[config.mk]
export PLATFORM = sky130hd
export DESIGN_NAME = wb_regfile
export DESIGN_NICKNAME = d
export VERILOG_FILES = /design/src/rtl/cpu_pkg.sv /design/src/rtl/wb_scoreboard.sv /design/src/rtl/wb_regfile.sv
export SDC_FILE = /design/constraint.sdc
export NUM_CORES = 1
export LEC_CHECK = 0
export CAP_MARGIN = 20
export CELL_PAD_IN_SITES_DETAIL_PLACEMENT = 0
export CELL_PAD_IN_SITES_GLOBAL_PLACEMENT = 2
export CORE_MARGIN = 2
export CORE_UTILIZATION = 47
export DETAILED_ROUTE_END_ITERATION = 16
export PLACE_DENSITY_LB_ADDON = 0.1
export SKIP_CTS_REPAIR_TIMING = 1
export SLEW_MARGIN = 20
export SYNTH_ARGS = -nofsm -noshare
export SYNTH_HDL_FRONTEND = slang
export SYNTH_SLANG_ARGS = --single-unit
[constraint.sdc]
create_clock -name clk -period 7.5 [get_ports clk]
set_input_delay 0.75 -clock clk [delete_from_list [all_inputs] [get_ports clk]]
set_output_delay 0.75 -clock clk [all_outputs]
set_load 0.01 [all_outputs]
[src/rtl/cpu_pkg.sv]
// cpu_pkg: register indices and address type shared by the Thumb pipeline.
package cpu_pkg;
    typedef logic [3:0] reg_addr_t;
    localparam reg_addr_t REG_SP = 4'd13;
    localparam reg_addr_t REG_LR = 4'd14;
    localparam reg_addr_t REG_PC = 4'd15;
    localparam int NUM_REGS = 16;
endpackage

[src/rtl/wb_scoreboard.sv]
// wb_scoreboard: per-register saturating pending-write counters with hazard lookup and sticky error.
module wb_scoreboard
    import cpu_pkg::*;
#(
    parameter int SB_W = 2
) (
    input  logic      clk,
    input  logic      rst,
    input  logic      stall,
    input  logic      issue_en,
    input  reg_addr_t issue_addr,
    input  logic      retire_en,
    input  reg_addr_t retire_addr,
    input  reg_addr_t rd_addr_a,
    input  reg_addr_t rd_addr_b,
    input  logic      byp_a,
    input  logic      byp_b,
    output logic      hazard_a,
    output logic      hazard_b,
    output logic      err_r
);
    localparam logic [SB_W-1:0] MAX = '1;
    logic [NUM_REGS-1:0][SB_W-1:0] cnt;
    logic [NUM_REGS-1:0] ovf, unf;
    for (genvar r = 0; r < NUM_REGS; r++) begin : g_cnt
        logic iss, ret;
        logic [SB_W-1:0] c;
        assign iss = !stall && issue_en && issue_addr == reg_addr_t'(r);
        assign ret = !stall && retire_en && retire_addr == reg_addr_t'(r);
        assign ovf[r] = iss && !ret && c == MAX;
        assign unf[r] = ret && !iss && c == '0;
        assign cnt[r] = c;
        always_ff @(posedge clk) begin
            if (rst)
                c <= '0;
            else if (iss != ret && !ovf[r] && !unf[r])
                c <= iss ? c + 1'b1 : c - 1'b1;
        end
    end
    // A bypassed read is satisfied by the retiring write, leaving one fewer pending.
    assign hazard_a = cnt[rd_addr_a] != SB_W'(byp_a);
    assign hazard_b = cnt[rd_addr_b] != SB_W'(byp_b);
    always_ff @(posedge clk) begin
        if (rst)
            err_r <= 1'b0;
        else if (|ovf || |unf)
            err_r <= 1'b1;
    end
endmodule

[src/rtl/wb_regfile.sv]
// wb_regfile: writeback register file R0-R14, R15 redirect pulse, two read ports, RAW scoreboard.
// Define WB_BYPASS_EN to forward same-cycle writeback data to the read ports.
module wb_regfile
    import cpu_pkg::*;
#(
    parameter int              DATA_W   = 32,
    parameter logic [DATA_W-1:0] SP_RESET = 32'h0000_0FFC,
    parameter int              SB_W     = 2
) (
    input  logic              clk,
    input  logic              rst,
    input  logic              i_stall,
    input  logic              i_wr_en,
    input  reg_addr_t         i_wr_addr,
    input  logic [DATA_W-1:0] i_wr_data,
    input  logic              i_issue_en,
    input  reg_addr_t         i_issue_addr,
    input  reg_addr_t         i_rd_addr_a,
    input  reg_addr_t         i_rd_addr_b,
    input  logic [DATA_W-1:0] i_pc,
    output logic [DATA_W-1:0] o_rd_data_a,
    output logic [DATA_W-1:0] o_rd_data_b,
    output logic              o_hazard_a,
    output logic              o_hazard_b,
    output logic              o_pc_wr_r,
    output logic [DATA_W-1:0] o_pc_data_r,
    output logic              o_sb_err_r
);
    logic [DATA_W-1:0] regs [NUM_REGS];
    logic [DATA_W-1:0] wdata;
    logic commit, byp_a, byp_b;
    assign commit = i_wr_en && !i_stall;
    assign wdata = (i_wr_addr == REG_SP) ? {i_wr_data[DATA_W-1:2], 2'b00} : i_wr_data;
`ifdef WB_BYPASS_EN
    assign byp_a = commit && i_wr_addr == i_rd_addr_a && i_rd_addr_a != REG_PC;
    assign byp_b = commit && i_wr_addr == i_rd_addr_b && i_rd_addr_b != REG_PC;
`else
    assign byp_a = 1'b0;
    assign byp_b = 1'b0;
`endif
    always_ff @(posedge clk) begin
        if (rst) begin
            for (int i = 0; i < NUM_REGS; i++)
                regs[i] <= (i == int'(REG_SP)) ? SP_RESET : '0;
            o_pc_wr_r   <= 1'b0;
            o_pc_data_r <= '0;
        end else begin
            o_pc_wr_r <= commit && i_wr_addr == REG_PC;
            if (commit && i_wr_addr == REG_PC)
                o_pc_data_r <= i_wr_data;
            if (commit && i_wr_addr != REG_PC)
                regs[i_wr_addr] <= wdata;
        end
    end
    always_comb begin
        o_rd_data_a = (i_rd_addr_a == REG_PC) ? i_pc : byp_a ? wdata : regs[i_rd_addr_a];
        o_rd_data_b = (i_rd_addr_b == REG_PC) ? i_pc : byp_b ? wdata : regs[i_rd_addr_b];
    end
    wb_scoreboard #(.SB_W(SB_W)) u_sb (
        .clk        (clk),
        .rst        (rst),
        .stall      (i_stall),
        .issue_en   (i_issue_en),
        .issue_addr (i_issue_addr),
        .retire_en  (i_wr_en),
        .retire_addr(i_wr_addr),
        .rd_addr_a  (i_rd_addr_a),
        .rd_addr_b  (i_rd_addr_b),
        .byp_a      (byp_a),
        .byp_b      (byp_b),
        .hazard_a   (o_hazard_a),
        .hazard_b   (o_hazard_b),
        .err_r      (o_sb_err_r)
    );
endmodule

==> metrics, run 1 <==
vias per cell=~6.5; GP Congestion=0.830; I/O Buffers=between 150 and 200; initial antenna violation count=1; synthesized area per cell=around 14 um^2; CTS tree=done; clk_lat worst skew=around 0.60 ns; Max Slew Vio Count=0; main combinational cell family by area after synthesis=multiplexers; I/O pin count=between 150 and 200; Synth Register Bits=around 580; Hold Path Cell Cnt=2; Worst Setup End Kind=primary output; routed vias=~21000; nets@finish=2364; WL/cell=30.1 um; Net Switching=1.96 mW; cell family with most CP delay=buffers and inverters; Power Dens Cells=227 nW/um^2; Worst path most repeated cell=mux4_2; Post-DP HPWL=50800 um; worst setup margin=approximately 2.7 ns; pre-CTS setup slack=about 2.7 ns; RSZ-0062 raised after global routing=no; Hold Crit Class=reg -> reg; Final Cycle Share=63.3%; WP buf/inv=3; XOR/XNOR Fraction of Synth Area=0%; P_int=6.13 mW; Sw Ratio=about a quarter; status=finished clean; post-synthesis cell type count=49; Final Critical Period=about 4.8 ns; Slew @ Worst Pin=around 1.1 ns; P&R area growth vs syn=15.4%; Core Rows=93; Initial Utilization=around 48%; Reg power frac=around 46%; GRT Residual Overflow=0; leakage power=13.0 nW; Total Routed Length=slightly below 100000 um; slowest stage delay, CP=approximately 0.70 ns; Initial DRC Count=about 2100; First-pass DRT Iterations=5; Die ar.=a little under 70000 um^2; register area share after synthesis=a little over half; critical path depth=6; Post-synth EDFFs=between 500 and 600; share of layout cells above drive strength 1=roughly 22%; Clock power frac=approximately two fifths; post-route ant nets=0; die width=260 um; simple-gate share of the synthesized area=between 10% and 20%; DRC=0; CTS sink cnt=578; multiplexer area fraction after synthesis=about a quarter; Final Setup Violations=0; setup TNS=0 ns; Max VDD drop=132 uV; Root Driver=clkbuf_16; critical-path cell list=buf_8, buf_4, mux4_2, mux4_2, mux2_2, clkdlybuf4s50_1; Worst setup startpoint=i_rd_addr_a[0]; Max Cap Violations=0; post-synthesis cell area=a little over 30000 um^2; largest net degree at the start of global routing=between 100 and 150; r2r setup slk=6.05 ns; relative slew slack=between 20% and 30%; critical path arrival=4.00 ns; ys flop type=edfxtp_1; first-pass GRT wire length=around 140000 um; WP data required=6.75 ns; vias in the first global route=around 21000; # H-tree levels=3; Reg2Reg Depth=4; Reg-to-Reg Start=u_sb.g_cnt[14].c[0]; clk slew on worst S/H paths=0.06 ns; clk buf depth=3; slowest CP cell=buf_8; Async SR Flop Fraction=0%; Final Hold Viols=0; CTS Buf Count=69; Synth Warn #=0; skew final=roughly 0.0087 ns; Total GRT Usage=28.8%; worst-path fanout max=between 80 and 90; Layout fillers=~5300; Gate Count Post-Synth=roughly 2200; worst hold start=o_pc_data_r[11]; Setup crit start kind=primary input; Logic pwr share=between 10% and 20%; die height=260 um; Compound-Gate Fraction of Synth Area=between 5 and 6%; Min Hold Slack=0.454 ns; core area=between 60000 and 70000 um^2; WS Path Type=in -> out; Adder-Cell Fraction of Synth Area=0%; Peak Freq=211 MHz
path summary, 6_finish.rpt:
kind	to
max	o_rd_data_a[30]
min	o_pc_data_r[11]
min reg2reg	o_pc_data_r[11]
max reg2reg	u_sb.err_r
registers in the layout (all words and copies together), names as in the netlist:
register      cells
u_sb.g_cnt.c     32
o_pc_wr_r         1
regs            512
o_pc_data_r      32
u_sb.err_r        1
placed cells by master (no fill, tap or decap), drive strengths merged, types with 10 or more instances in the layout:
cell	Yosys	layout
conb	1	34
inv	15	18
or2	12	12
mux2i	33	33
clkdlybuf4s50	0	175
dfxtp	66	66
clkinv	0	18
nand3	27	27
and3	360	360
o211ai	27	27
o21ai	108	108
o21a	48	48
o22ai	10	10
a21oi	64	64
clkbuf	194	98
and2	82	82
or3	10	10
mux4	294	294
buf	50	45
mux2	34	34
edfxtp	512	512
nand2b	14	14
nor2	39	39
nand2	136	136
worst reg2reg max path, stage by stage (launching register included):
cell     delay (ns)
dfxtp_1        0.40
or2_2          0.16
o22ai_1        0.12
nor4_1         0.44
a41oi_1        0.17
logic make-up after synthesis:
| group | after synthesis |
|---|---|
| flip-flops | 578 |
| AO/OA/AOI/OAI | 282 |
| multiplexers | 361 |
| AND/OR/NAND/NOR | 717 |
| buffers and inverters | 259 |
| other | 1 |
power by group through the flow:
stage	Combinational [mW]	Sequential [mW]	Clock, mW
2_1_floorplan	0.619	3.78	0
3_3_place_gp	1.02	3.80	0
3_5_place_dp	1.03	3.81	0
4_1_cts	1.04	3.75	3.34
5_1_grt	1.09	3.77	3.45
6_report	1.03	3.75	3.30
layout make-up:
type	count	area, um^2	share of cell area [%]
well taps	855	1070	3.01
clock buffers	97	1960	5.49
inverters	15	56.3	0.158
flip-flops and latches	578	16700	46.9
repair buffers	221	2160	6.07
clock inverters	26	248	0.696
diodes	2	5.00	0.0141
multi-input cells	1394	13400	37.7
cells in the mapped netlist, types with 33 or more instances:
master    instances  area [um^2]
a21oi_1          64          320
and2_1           82          513
nor2_1           38          143
nand2_1         136          510
and3_1          360         2250
dfxtp_1          66         1320
mux2i_1          33          330
edfxtp_1        512        15400
mux2_2           34          383
clkbuf_1        194          728
o21ai_0         108          541
mux4_2          294         6620
o21a_1           48          360
buf_2            33          165
routing by layer:
layer | track usage, % | part of all wire [%] | up-vias
met1 | 39.7 | 41 | 10800
met3 | 4.55 | 7.3 | 149
li1 | - | - | 8864
met2 | 47.1 | 49 | 910
met4 | 9.17 | 2.7 | 0
met5 | 0 | 0 | -
through the flow:
stage | area (um^2) | instances | utilization, % | power [mW]
after floorplan | 31000 | 2231 | - | 4.40
after global placement | 33400 | 3062 | 51.6 | 4.83
after detailed placement | 33400 | 3062 | 51.6 | 4.85
after CTS | 35600 | 3185 | 55.0 | 8.13
after global routing | 35600 | 3187 | 55.0 | 8.31
final | 35600 | 3188 | 55.0 | 8.08
Note: power is estimated with default switching activity, not from simulation.
==> run 2, diff against run 1 <==
--- a/config.mk
+++ b/config.mk
@@ -9,7 +9,7 @@
 export CELL_PAD_IN_SITES_DETAIL_PLACEMENT = 0
 export CELL_PAD_IN_SITES_GLOBAL_PLACEMENT = 2
 export CORE_MARGIN = 2
-export CORE_UTILIZATION = 47
+export CORE_UTILIZATION = 43
 export DETAILED_ROUTE_END_ITERATION = 16
 export PLACE_DENSITY_LB_ADDON = 0.1
 export SKIP_CTS_REPAIR_TIMING = 1
==> constraint.sdc (replaced) <==
create_clock -name clk -period 4.7 [get_ports clk]
set_input_delay 0.47 -clock clk [delete_from_list [all_inputs] [get_ports clk]]
set_output_delay 0.47 -clock clk [all_outputs]
set_load 0.01 [all_outputs]
==> metrics, run 2 (synthesis results as in run 1) <==
Worst Setup End Kind=primary output; Slew @ Worst Pin=1.06 ns (-0.0579 ns); commonest cells after routing, fill and taps aside=edfxtp_1, and3_1, mux4_2; P&R area growth vs syn=17.2%; DRC=0 (unchanged); Die ar.=73900 um^2 (+9.2%); number of flip-flops in the largest register=512 (unchanged); Max VDD drop=204 uV (+54%); Biggest register=regs; Setup crit start kind=primary input; GRT Residual Overflow=0 (unchanged); post-route cell area=36200 um^2 (+1.6%); initial antenna violation count=2 (+1); Hold Crit Class=in -> reg; clk_lat worst skew=0.61 ns (about the same); RSZ-0062 raised after global routing=no; Final Setup Violations=0 (unchanged); WS Path Type=in -> out; biggest regs=regs: 512 flops, o_pc_data_r: 32 flops, u_sb.g_cnt.c: 32 flops; I/O Buffers=184 (unchanged); share of layout cells above drive strength 1=23.3% (+1.3 points); Area after DPL=34000 um^2 (+1.8%); setup TNS=0 ns (unchanged); # H-tree levels=3 (unchanged); leakage power=13.3 nW (+1.7%); CTS Buf Count=69 (unchanged); Power Dens Cells=359 nW/um^2 (+58%); Final Cycle Share=roughly four fifths; Final Critical Period=~3.8 ns; worst-path fanout max=82 (-1.2%); Final Hold Viols=0 (unchanged); vias per cell=6.31 (-3.2%); GP Congestion=0.804 (-3.0%); skew final=0.0119 ns (+0.00320 ns); Max Slew Vio Count=0 (unchanged); Peak Freq=around 260 MHz; status=finished clean; clk buf depth=3 (unchanged); die width=272 um (+4.5%); Core Rows=98 (+5.4%); Root Driver=clkbuf_16; WP data required=4.23 ns (-2.52 ns); largest net degree at the start of global routing=101 (-17%); CTS tree=done; Initial DRC Count=2008 (-4.0%); core area=71200 um^2 (+10%); vias in the first global route=21300 (+1.5%); critical path arrival=3.37 ns (-0.63 ns); nets@finish=2403 (+1.6%); WL/cell=30.4 um (+0.84%); routed vias=21000 (+1.0%); post-route ant nets=0 (unchanged); die height=272 um (+4.5%); Total GRT Usage=27.4% (-1.4 points); First-pass DRT Iterations=5 (unchanged); first-pass GRT wire length=147000 um (+4.5%); Max Cap Violations=0 (unchanged); Initial Utilization=43.3% (-4.4 points); Total Routed Length=101000 um (+5.2%); relative slew slack=29.0% (+4.0 points); CTS sink cnt=578 (unchanged); Post-DP HPWL=56700 um (+12%); Min Hold Slack=0.395 ns (-0.0586 ns); commonest non-fill, non-tap cell in the layout=edfxtp_1; I/O pin count=185 (unchanged); clk slew on worst S/H paths=0.05 ns (about the same)
[run 2: changes by cell type in the layout (fill, tap and decap cells not counted), sizes merged]
| cell | before | now |
|---|---|---|
| buf | 45 | 84 |
| clkbuf | 98 | 96 |
| clkinv | 18 | 23 |
| diode | 2 | 1 |
| inv | 18 | 19 |
[run 2: power by group]
part / switching (mW) / leakage [nW] / internal, mW / total, mW
sequential: 0.127 / 5.42 / 5.85 / 5.98
combinational: 0.874 / 6.76 / 0.834 / 1.71
clock: 2.19 / 1.09 / 3.12 / 5.30
[run 2: cell type report]
type	count	area, um^2
Fill cell	5946	35100
Multi-Input combinational cell	1394	13400
Tap cell	950	1190
Clock buffer	95	1940
Antenna cell	1	2.50
Timing Repair Buffer	260	2640
Sequential cell	578	16700
Clock inverter	32	279
Inverter	15	56.3
[run 2: stage by stage]
stage	std cells	worst slack (ns)	utilization [%]	total power [mW]
after floorplan	2231	1.54	-	7.02
after global placement	3197	0.805	47.7	7.77
after detailed placement	3197	0.806	47.7	7.80
after CTS	3324	0.806	50.8	13.1
after global routing	3324	0.731	50.8	13.4
final	3325	0.864	50.8	13.0
[run 2: path summary, 6_finish.rpt]
kind | startpoint | to | slack (ns) | depth (start not counted)
setup / recovery | i_rd_addr_b[1] | o_rd_data_b[11] | 0.86 | 5
hold / removal | rst | o_pc_wr_r | 0.40 | 4
setup reg to reg | u_sb.g_cnt[11].c[0] | u_sb.err_r | 3.11 | 5
hold reg to reg | o_pc_data_r[10] | o_pc_data_r[10] | 0.46 | 2
[run 2: per-layer routing]
metal | up-vias | GRT usage (%) | wire length, um
met4 | 0 | 7.76 | 2710
met2 | 921 | 45.6 | 49500
li1 | 8932 | - | -
met5 | - | 0 | 0
met3 | 163 | 4.23 | 7060
met1 | 11000 | 37.4 | 41700
[run 2: worst max-delay path, cell delays in order]
cell and delay [ns]:
buf_6 0.64, nand4_1 0.89, buf_4 0.55, o21a_1 0.22
clkdlybuf4s50_1 0.48
==> run 3, diff against run 2 <==
==> constraint.sdc (replaced) <==
create_clock -name clk -period 4 [get_ports clk]
set_input_delay 0.4 -clock clk [delete_from_list [all_inputs] [get_ports clk]]
set_output_delay 0.4 -clock clk [all_outputs]
set_load 0.01 [all_outputs]
==> metrics, run 3 (synthesis results as in run 1) <==
skew final=0.00384 ns (-0.00804 ns); relative slew slack=32.7% (+3.7 points); CTS tree=done; Max VDD drop=284 uV (+39%); critical path arrival=3.10 ns (-0.27 ns); share of layout cells above drive strength 1=23.6% (+0.22 points); sequential cell area=16700 um^2 (unchanged); Setup crit start kind=primary input; pre-CTS setup slack=0.469 ns (-0.337 ns); Initial Utilization=43.3% (unchanged); Final Hold Viols=0 (unchanged); Root Driver=clkbuf_16; Critical Path End=o_rd_data_b[15]; worst-path fanout max=68 (-17%); CTS sink cnt=578 (unchanged); P&R area growth vs syn=17.9%; Final Cycle Share=between 80% and 90%; number of flip-flops in the largest register=512 (unchanged); Peak Freq=between 200 and 300 MHz; clk slew on worst S/H paths=0.06 ns (about the same); Core Rows=98 (unchanged); Post-DP HPWL=58600 um (+3.4%); vias in the first global route=21300 (-0.042%); ANT cells=0 (-1); Reg2Reg Depth=5 (unchanged); # H-tree levels=3 (unchanged); status=finished clean; Total Routed Length=101000 um (-0.10%); Worst R2R End=u_sb.err_r; initial antenna violation count=3 (+1); Layout fillers=5995 (+0.82%); post-route ant nets=0 (unchanged); Max Slew Vio Count=0 (unchanged); CTS Buf Count=67 (-2.9%); Worst Setup End Kind=primary output; Die ar.=73900 um^2 (unchanged); commonest non-fill, non-tap cell in the layout=edfxtp_1; First-pass DRT Iterations=6 (+1); GRT Residual Overflow=0 (unchanged); slowest stage delay, CP=0.79 ns (-0.10 ns); Power Dens Cells=417 nW/um^2 (+16%); Slew @ Worst Pin=1.01 ns (-0.0555 ns); nets@finish=2413 (+0.42%); DRC=0 (unchanged); Biggest register=regs; clk_lat worst skew=0.59 ns (-0.02 ns); Final Setup Violations=0 (unchanged); Initial DRC Count=2091 (+4.1%); Reg-to-Reg Start=u_sb.g_cnt[11].c[0]; Worst setup startpoint=i_rd_addr_b[1]; Final Critical Period=around 3.5 ns; I/O Buffers=184 (unchanged); commonest cells after routing, fill and taps aside=edfxtp_1, and3_1, mux4_2; die height=272 um (unchanged); routed vias=20900 (-0.55%); die width=272 um (unchanged); vias per cell=6.28 (-0.49%); worst setup margin=0.504 ns (-0.361 ns); Max Cap Violations=0 (unchanged); first-pass GRT wire length=147000 um (-0.16%); WP data required=3.60 ns (-0.63 ns); leakage power=13.3 nW (+0.57%); GP Congestion=0.782 (-2.8%); biggest regs=regs: 512 flops, o_pc_data_r: 32 flops, u_sb.g_cnt.c: 32 flops; Post-Layout Cell Count=3323 (-0.060%); clk buf depth=3 (unchanged); slowest CP cell=nand4_1; Hold Crit Class=in -> reg; I/O pin count=185 (unchanged); Total Power=15.2 mW (+17%); critical-path cell list=buf_6, nand4_1, buf_4, o21a_1, clkdlybuf4s50_1; largest net degree at the start of global routing=93 (-7.9%); multi-input logic area=13300 um^2 (-0.13%); WS Path Type=in -> out; RSZ-0062 raised after global routing=no; Total GRT Usage=27.3% (-0.041 points); r2r setup slk=2.42 ns (-0.69 ns); final core utilization=51.0% (+0.26 points); setup TNS=0 ns (unchanged); core area=71200 um^2 (unchanged); WL/cell=30.4 um (about the same); post-placement cell count=3209 (+0.38%)
==> run 3: final cells by class <==
class,count,share of cell area [%]
clock inverters,27,0.812
clock buffers,87,4.99
well taps,950,3.27
repair buffers,272,8.14
flip-flops and latches,578,45.9
inverters,15,0.155
multi-input cells,1394,36.7
==> run 3: how the worst min path moves through the flow <==
stage                              from             endpoint  cells after the start
global placement        o_pc_data_r[24]      o_pc_data_r[24]                      2
floorplan           u_sb.g_cnt[12].c[1]  u_sb.g_cnt[12].c[0]                      2
global route                        rst  u_sb.g_cnt[15].c[1]                      2
detailed placement      o_pc_data_r[18]      o_pc_data_r[18]                      2
finish                              rst  u_sb.g_cnt[15].c[1]                      2
CTS                                 rst  u_sb.g_cnt[15].c[1]                      2
==> run 3: critical path, delay by kind of cell <==
kind                   cells  cell delay (ns)
buffers and inverters      3             1.57
AND/OR/NAND/NOR            1             0.79
AO/OA/AOI/OAI              1             0.23
==> run 3: power breakdown <==
group          internal [mW]  leakage, nW  total [mW]  switching (mW)
sequential              6.87         5.42        7.03           0.156
clock                   3.58         1.02        6.09            2.51
combinational           1.01         6.90        2.04            1.03
total                   11.5         13.3        15.2            3.69
==> run 3: through the flow <==
step | cell area [um^2] | hold slack, ns
floorplan | 31000 | 0.463
global placement | 34200 | 0.442
detailed placement | 34200 | 0.446
CTS | 36400 | 0.296
global route | 36400 | 0.325
finish | 36400 | 0.305
==> run 3: layer usage <==
metal / track usage (%) / up-vias / routed length [um]
met5: 0 / - / 0
met1: 36.3 / 10900 / 41100
met4: 9.05 / 0 / 3220
li1: - / 8945 / -
met3: 5.15 / 176 / 6990
met2: 45.4 / 825 / 49600
